File: src/rtl/scan_code_digit_entry_if.sv
// Bus between the PS/2 byte receiver (master) and the digit-entry block (slave).
// Carries the scan-code strobe in and the edited/committed entry back out.
interface scan_code_digit_entry_if #(
  parameter int NUM_DIGITS = 4
);
  localparam int ENTRY_W = 4 * NUM_DIGITS;
  localparam int CNT_W   = $clog2(NUM_DIGITS + 1);

  logic [7:0]         scan_code_in;
  logic               scan_valid;
  logic [3:0]         digit_out;
  logic [ENTRY_W-1:0] entry_out;
  logic [CNT_W-1:0]   digit_count;
  logic [ENTRY_W-1:0] value_out;
  logic               value_valid;
  logic               overflow;

  modport master (
    output scan_code_in, scan_valid,
    input  digit_out, entry_out, digit_count, value_out, value_valid, overflow
  );

  modport slave (
    input  scan_code_in, scan_valid,
    output digit_out, entry_out, digit_count, value_out, value_valid, overflow
  );
endinterface

File: src/rtl/scan_code_digit_entry.sv
// PS/2 set-2 scan-code digit entry: tracks F0/E0 prefixes, shifts decoded
// digits into an editable entry (newest digit in the low nibble), supports
// backspace, and commits the entry to value_out on Enter or keypad Enter.
module scan_code_digit_entry #(
  parameter int NUM_DIGITS = 4,
  parameter bit HEX_EN     = 1'b0
) (
  input  logic                   clk,
  input  logic                   rst,
  scan_code_digit_entry_if.slave bus
);
  localparam int ENTRY_W = 4 * NUM_DIGITS;
  localparam int CNT_W   = $clog2(NUM_DIGITS + 1);

  localparam logic [7:0] CODE_BREAK = 8'hF0;
  localparam logic [7:0] CODE_EXT   = 8'hE0;
  localparam logic [7:0] CODE_ENTER = 8'h5A;
  localparam logic [7:0] CODE_BKSP  = 8'h66;
  localparam logic [7:0] CODE_NULL  = 8'h00;

  localparam logic [3:0] DIGIT_NONE    = 4'hF;
  localparam logic [3:0] DIGIT_UNKNOWN = 4'hA;

  typedef enum logic [1:0] {IDLE, BRK, EXT} state_e;

  // Returns {hit, value}; letters only hit when hex entry is enabled.
  function automatic logic [4:0] decode_digit(input logic [7:0] code);
    case (code)
      8'h45:   return {1'b1, 4'h0};
      8'h16:   return {1'b1, 4'h1};
      8'h1E:   return {1'b1, 4'h2};
      8'h26:   return {1'b1, 4'h3};
      8'h25:   return {1'b1, 4'h4};
      8'h2E:   return {1'b1, 4'h5};
      8'h36:   return {1'b1, 4'h6};
      8'h3D:   return {1'b1, 4'h7};
      8'h3E:   return {1'b1, 4'h8};
      8'h46:   return {1'b1, 4'h9};
      8'h1C:   return {HEX_EN, 4'hA};
      8'h32:   return {HEX_EN, 4'hB};
      8'h21:   return {HEX_EN, 4'hC};
      8'h23:   return {HEX_EN, 4'hD};
      8'h24:   return {HEX_EN, 4'hE};
      8'h2B:   return {HEX_EN, 4'hF};
      default: return 5'b0;
    endcase
  endfunction

  state_e             state_q, state_d;
  logic [ENTRY_W-1:0] entry_q, entry_d;
  logic [CNT_W-1:0]   count_q, count_d;
  logic [3:0]         digit_q, digit_d;
  logic [ENTRY_W-1:0] value_q, value_d;
  logic               value_valid_q, value_valid_d;
  logic               overflow_q, overflow_d;

  logic [4:0]         dec;
  logic               do_make;
  logic               do_enter;

  // Prefix tracking plus the make-code action on the entry registers.
  always_comb begin
    // NOTE: every signal gets a default before any branch so no latch is inferred.
    state_d       = state_q;
    entry_d       = entry_q;
    count_d       = count_q;
    digit_d       = digit_q;
    value_d       = value_q;
    value_valid_d = 1'b0;
    overflow_d    = overflow_q;
    do_make       = 1'b0;
    do_enter      = 1'b0;
    dec           = decode_digit(bus.scan_code_in);

    if (bus.scan_valid) begin
      case (state_q)
        IDLE: begin
          if (bus.scan_code_in == CODE_BREAK)    state_d = BRK;
          else if (bus.scan_code_in == CODE_EXT) state_d = EXT;
          else                                   do_make = 1'b1;
        end
        BRK: state_d = IDLE;  // released key byte is swallowed
        EXT: begin
          state_d  = (bus.scan_code_in == CODE_BREAK) ? BRK : IDLE;
          do_enter = (bus.scan_code_in == CODE_ENTER);
        end
        default: state_d = IDLE;
      endcase
    end

    if (do_make) begin
      if (bus.scan_code_in == CODE_ENTER) begin
        do_enter = 1'b1;
      end else if (bus.scan_code_in == CODE_BKSP) begin
        if (count_q != '0) begin
          entry_d = entry_q >> 4;
          count_d = count_q - CNT_W'(1);
        end
      end else if (bus.scan_code_in == CODE_NULL) begin
        digit_d = DIGIT_NONE;
      end else if (dec[4]) begin
        digit_d = dec[3:0];
        if (count_q < CNT_W'(NUM_DIGITS)) begin
          entry_d = (entry_q << 4) | ENTRY_W'(dec[3:0]);
          count_d = count_q + CNT_W'(1);
        end else begin
          overflow_d = 1'b1;
        end
      end else begin
        digit_d = DIGIT_UNKNOWN;
      end
    end

    if (do_enter) begin
      value_d       = entry_q;
      value_valid_d = 1'b1;
      entry_d       = '0;
      count_d       = '0;
      overflow_d    = 1'b0;
      digit_d       = DIGIT_NONE;
    end
  end

  // State and output registers; reset discards any pending prefix.
  always_ff @(posedge clk or negedge rst) begin
    if (!rst) begin
      state_q       <= IDLE;
      entry_q       <= '0;
      count_q       <= '0;
      digit_q       <= DIGIT_NONE;
      value_q       <= '0;
      value_valid_q <= 1'b0;
      overflow_q    <= 1'b0;
    end else begin
      // NOTE: non-blocking so every register samples the pre-edge values.
      state_q       <= state_d;
      entry_q       <= entry_d;
      count_q       <= count_d;
      digit_q       <= digit_d;
      value_q       <= value_d;
      value_valid_q <= value_valid_d;
      overflow_q    <= overflow_d;
    end
  end

  assign bus.digit_out   = digit_q;
  assign bus.entry_out   = entry_q;
  assign bus.digit_count = count_q;
  assign bus.value_out   = value_q;
  assign bus.value_valid = value_valid_q;
  assign bus.overflow    = overflow_q;
endmodule

File: src/flat_wrapper.sv
// flat-port wrapper written by rule: the top's interface ports become plain ports
module scan_code_digit_entry_flat 
#(
  parameter int NUM_DIGITS = 4,
  parameter bit HEX_EN     = 1'b0
)
  (clk, rst, bus_scan_code_in, bus_scan_valid, bus_digit_out, bus_entry_out, bus_digit_count, bus_value_out, bus_value_valid, bus_overflow);
  scan_code_digit_entry_if #(.NUM_DIGITS(NUM_DIGITS)) bus_i ();
  input  logic clk;
  input  logic rst;
  input wire logic [$bits(bus_i.scan_code_in)-1:0] bus_scan_code_in;
  input wire logic [$bits(bus_i.scan_valid)-1:0] bus_scan_valid;
  output wire logic [$bits(bus_i.digit_out)-1:0] bus_digit_out;
  output wire logic [$bits(bus_i.entry_out)-1:0] bus_entry_out;
  output wire logic [$bits(bus_i.digit_count)-1:0] bus_digit_count;
  output wire logic [$bits(bus_i.value_out)-1:0] bus_value_out;
  output wire logic [$bits(bus_i.value_valid)-1:0] bus_value_valid;
  output wire logic [$bits(bus_i.overflow)-1:0] bus_overflow;
  assign bus_i.scan_code_in = bus_scan_code_in;
  assign bus_i.scan_valid = bus_scan_valid;
  assign bus_digit_out = bus_i.digit_out;
  assign bus_entry_out = bus_i.entry_out;
  assign bus_digit_count = bus_i.digit_count;
  assign bus_value_out = bus_i.value_out;
  assign bus_value_valid = bus_i.value_valid;
  assign bus_overflow = bus_i.overflow;
  scan_code_digit_entry #(.NUM_DIGITS(NUM_DIGITS), .HEX_EN(HEX_EN)) u_core (.clk(clk), .rst(rst), .bus(bus_i));
endmodule
File: config.mk
export PLATFORM = sky130hd
export DESIGN_NAME = scan_code_digit_entry_flat
export DESIGN_NICKNAME = d
export VERILOG_FILES = /design/src/rtl/scan_code_digit_entry_if.sv /design/src/rtl/scan_code_digit_entry.sv /design/src/flat_wrapper.sv
export SDC_FILE = /design/constraint.sdc
export NUM_CORES = 1
export LEC_CHECK = 0
export BUFFER_PORTS_ARGS = -buffer_cell sky130_fd_sc_hd__buf_2
export CAP_MARGIN = 10
export CORE_UTILIZATION = 40
export CTS_CLUSTER_SIZE = 12
export DETAILED_ROUTE_END_ITERATION = 6
export GPL_ROUTABILITY_DRIVEN = 0
export PLACE_DENSITY = 0.66
export SLEW_MARGIN = 20
export SYNTH_ARGS = -nofsm -noshare
export SYNTH_HDL_FRONTEND = slang
export SYNTH_SLANG_ARGS = --single-unit
export TNS_END_PERCENT = 100
File: constraint.sdc
create_clock -name clk -period 4.9 [get_ports clk]
set_clock_uncertainty 0.15 [all_clocks]
set_input_delay 0.98 -clock clk [delete_from_list [all_inputs] [get_ports clk]]
set_output_delay 0.98 -clock clk [all_outputs]
set_load 0.03 [all_outputs]
==> results.json <==
{
  "hpwl_um": 3780,
  "syn-mean-instance-area_um2": 9.32,
  "endpoint": "u_core.bus.entry_out[2]",
  "syn_nets": 267,
  "grt_most_used_layer": "met1",
  "muxShareOfSynthArea_pct": 7.24,
  "synth-compound-area-share_pct": 13.5,
  "holdBufCountCts": 0,
  "ir_drop_mv": 0.222,
  "rsz0062_at_grt": "false",
  "post_cts_resized": 0,
  "synthSimpleGateAreaFrac_pct": 27.7,
  "clk_pin_slew_worst_paths_ns": 0.08,
  "whs_ns": 0.314,
  "area_delta_synth_final_pct": 16.2,
  "p_leak_nw": 1.43,
  "slew_violations": 0,
  "cts_sinks": 43,
  "drt-total-wl_um": 5260,
  "start_util_pct": 42.2,
  "synth_xor_area_share_pct": 0.740,
  "grt_pass1_vias": 1810,
  "synth-main-ff-cell": "dfrtp_1",
  "cts_buffer_depth": 2,
  "die_w_um": 78.9,
  "dr.pass1.iters": 4,
  "cts_made_buffers": 5,
  "htreeDepth": 2,
  "rr_endpoint": "u_core.bus.entry_out[2]",
  "dp_cells": 366,
  "maxCapViolations": 0,
  "synth_top_family_by_area": "simple AND/OR/NAND/NOR gates",
  "syn_inst": 254,
  "power.density_nw_per_um2": 327,
  "cts_tree": "yes",
  "fin_ws_ns": 1.29,
  "fin_tns_setup_ns": 0,
  "grt_util_met2_pct": 26.4,
  "dp_slack_ns": 0.987,
  "worst-setup-path-type": "in2reg",
  "antenna_found_initial": 0,
  "final_nets": 314,
  "grt_max_degree": 44,
  "drt_iter0_drc": 146,
  "finalCritPeriodShare_pct": 73.6,
  "required_ns": 4.93,
  "fmax_mhz": 277,
  "cts_root_buf": "clkbuf_8",
  "wl_per_cell_um": 14.1,
  "cp-startpoint": "bus_scan_code_in[2]",
  "viasPerCell": 5.34,
  "std_cell_rows": 27,
  "grtUsageTotal_pct": 18.5,
  "post_cts_buffers": 0,
  "synthArstFlopShare_pct": 100,
  "clkLatencyLatePin_ns": 0.30,
  "vias": 1997,
  "critical_path.max_fanout": 15,
  "hold_viol": 0,
  "holdPathStages": 2,
  "grt.met1_usage_pct": 28.0,
  "r2r_start": "u_core.state_q[0]",
  "dieHeight_um": 78.9,
  "max_slew_margin_pct": 37.0,
  "cp_data_arrival_time_ns": 3.64,
  "synth.distinct_cells": 54,
  "synth_edf_count": 0,
  "hold_class": "reg2reg",
  "grt-ovfl-total": 0,
  "min_period_ns": 3.61,
  "placement.io_buffers": 51,
  "layout.cells.non_filler": 374,
  "final_common_cell": "nand2_1",
  "r2r_cells": 5,
  "drc_errors": 0,
  "critPathLaunchType": "primary input",
  "io_pins": 52,
  "max_slew.worst_pin.slew_ns": 0.945,
  "dieArea_um2": 6230,
  "synth_fa_ha_area_share_pct": 1.37,
  "r2r_slack_ns": 2.30,
  "n_antenna_cell": 0,
  "grt_use_met3_pct": 2.87,
  "layout_common_cells": "nand2_1, buf_2, dfrtp_1",
  "antenna_left": 0,
  "status": "finished clean",
  "seq_area_frac_synth_pct": 45.7,
  "setup_viol": 0,
  "netlist_area_um2": 2370,
  "grt_pass1_wl_um": 9020,
  "design.core.area_um2": 5610,
  "end_kind": "register",
  "drive_above_1_share_pct": 28.8,
  "fillerInstances": 564,
  "yosys_warnings": 0,
  "ys_seq_elements": 43
}
==> cells by family (layout without fill, tap and decap cells) <==
group,after synthesis,in the layout
fa+ha+maj,2,2
flops,43,43
xor+xnor,2,2
simple gates,137,137
mux,13,13
compound gates,38,38
buf+inv,19,67
==> cell usage after synthesis (all sizes together), types with 3 or more instances <==
| cell type | number | area, µm² |
|---|---|---|
| a22o | 4 | 35.0 |
| o21ai | 7 | 46.3 |
| dfrtp | 39 | 976 |
| nor3 | 5 | 30.0 |
| nor2b | 7 | 43.8 |
| buf | 3 | 28.8 |
| nand4 | 4 | 25.0 |
| dfstp | 4 | 105 |
| inv | 6 | 22.5 |
| nand2b | 4 | 25.0 |
| mux2 | 12 | 161 |
| a21oi | 3 | 15.0 |
| nand2 | 75 | 282 |
| nand3 | 16 | 85.1 |
| nor2 | 10 | 37.5 |
| a31oi | 4 | 40.0 |
| nor4 | 3 | 18.8 |
| clkbuf | 10 | 37.5 |
==> layout make-up <==
type / count / area (µm²) / area share [%]
multi-input cells: 192 / 1200 / 43.5
repair buffers: 53 / 270 / 9.83
flip-flops and latches: 43 / 1080 / 39.3
clock inverters: 3 / 20.0 / 0.728
well taps: 72 / 90.1 / 3.28
inverters: 6 / 22.5 / 0.819
clock buffers: 5 / 68.8 / 2.50
==> worst min path at each step <==
stage	start	end	slack (ns)
4_1_cts	u_core.bus.value_out[15]	u_core.bus.value_out[15]	0.32
5_1_grt	u_core.bus.value_out[6]	u_core.bus.value_out[6]	0.33
6_report	u_core.bus.value_out[15]	u_core.bus.value_out[15]	0.31
2_1_floorplan	u_core.state_q[0]	u_core.state_q[0]	0.32
3_5_place_dp	u_core.bus.value_out[15]	u_core.bus.value_out[15]	0.30
3_3_place_gp	u_core.bus.value_out[13]	u_core.bus.value_out[13]	0.29
==> registers in the layout, summed over array words and instances (netlist names) <==
register and cells:
u_core.bus.overflow 1, u_core.bus.value_valid 1, u_core.bus.entry_out 16, u_core.state_q 2
u_core.bus.digit_count 3, u_core.bus.digit_out 4, u_core.bus.value_out 16
==> per-layer routing <==
metal	vias to the layer above	wire [µm]
li1	987	-
met1	942	2650
met2	59	2250
met3	9	259
met4	0	92
met5	-	0
==> report_power, final <==
group / internal [W] / total (W) / switching [W]
combinational: 0.0000863 / 0.000238 / 0.000152
sequential: 0.000392 / 0.000437 / 0.0000450
clock: 0.0000992 / 0.000225 / 0.000126
==> worst max-delay path, stage by stage <==
cell and delay [ns]:
buf_2 0.19, nor2b_1 0.37, nand3_1 0.42, ha_1 0.33
o21ai_0 0.14, nand3_1 0.22, a31oi_4 0.58, mux2_2 0.40
==> metrics by stage <==
| step | util, % | cell area [µm²] | total power [W] |
|---|---|---|---|
| floorplan | - | 2370 | 0.000606 |
| global route | 49.0 | 2750 | 0.000949 |
| detailed placement | 47.4 | 2660 | 0.000683 |
| CTS | 49.0 | 2750 | 0.000907 |
| global placement | 47.4 | 2660 | 0.000681 |
| finish | 49.0 | 2750 | 0.000900 |
Note: power is estimated with default switching activity, not from simulation.
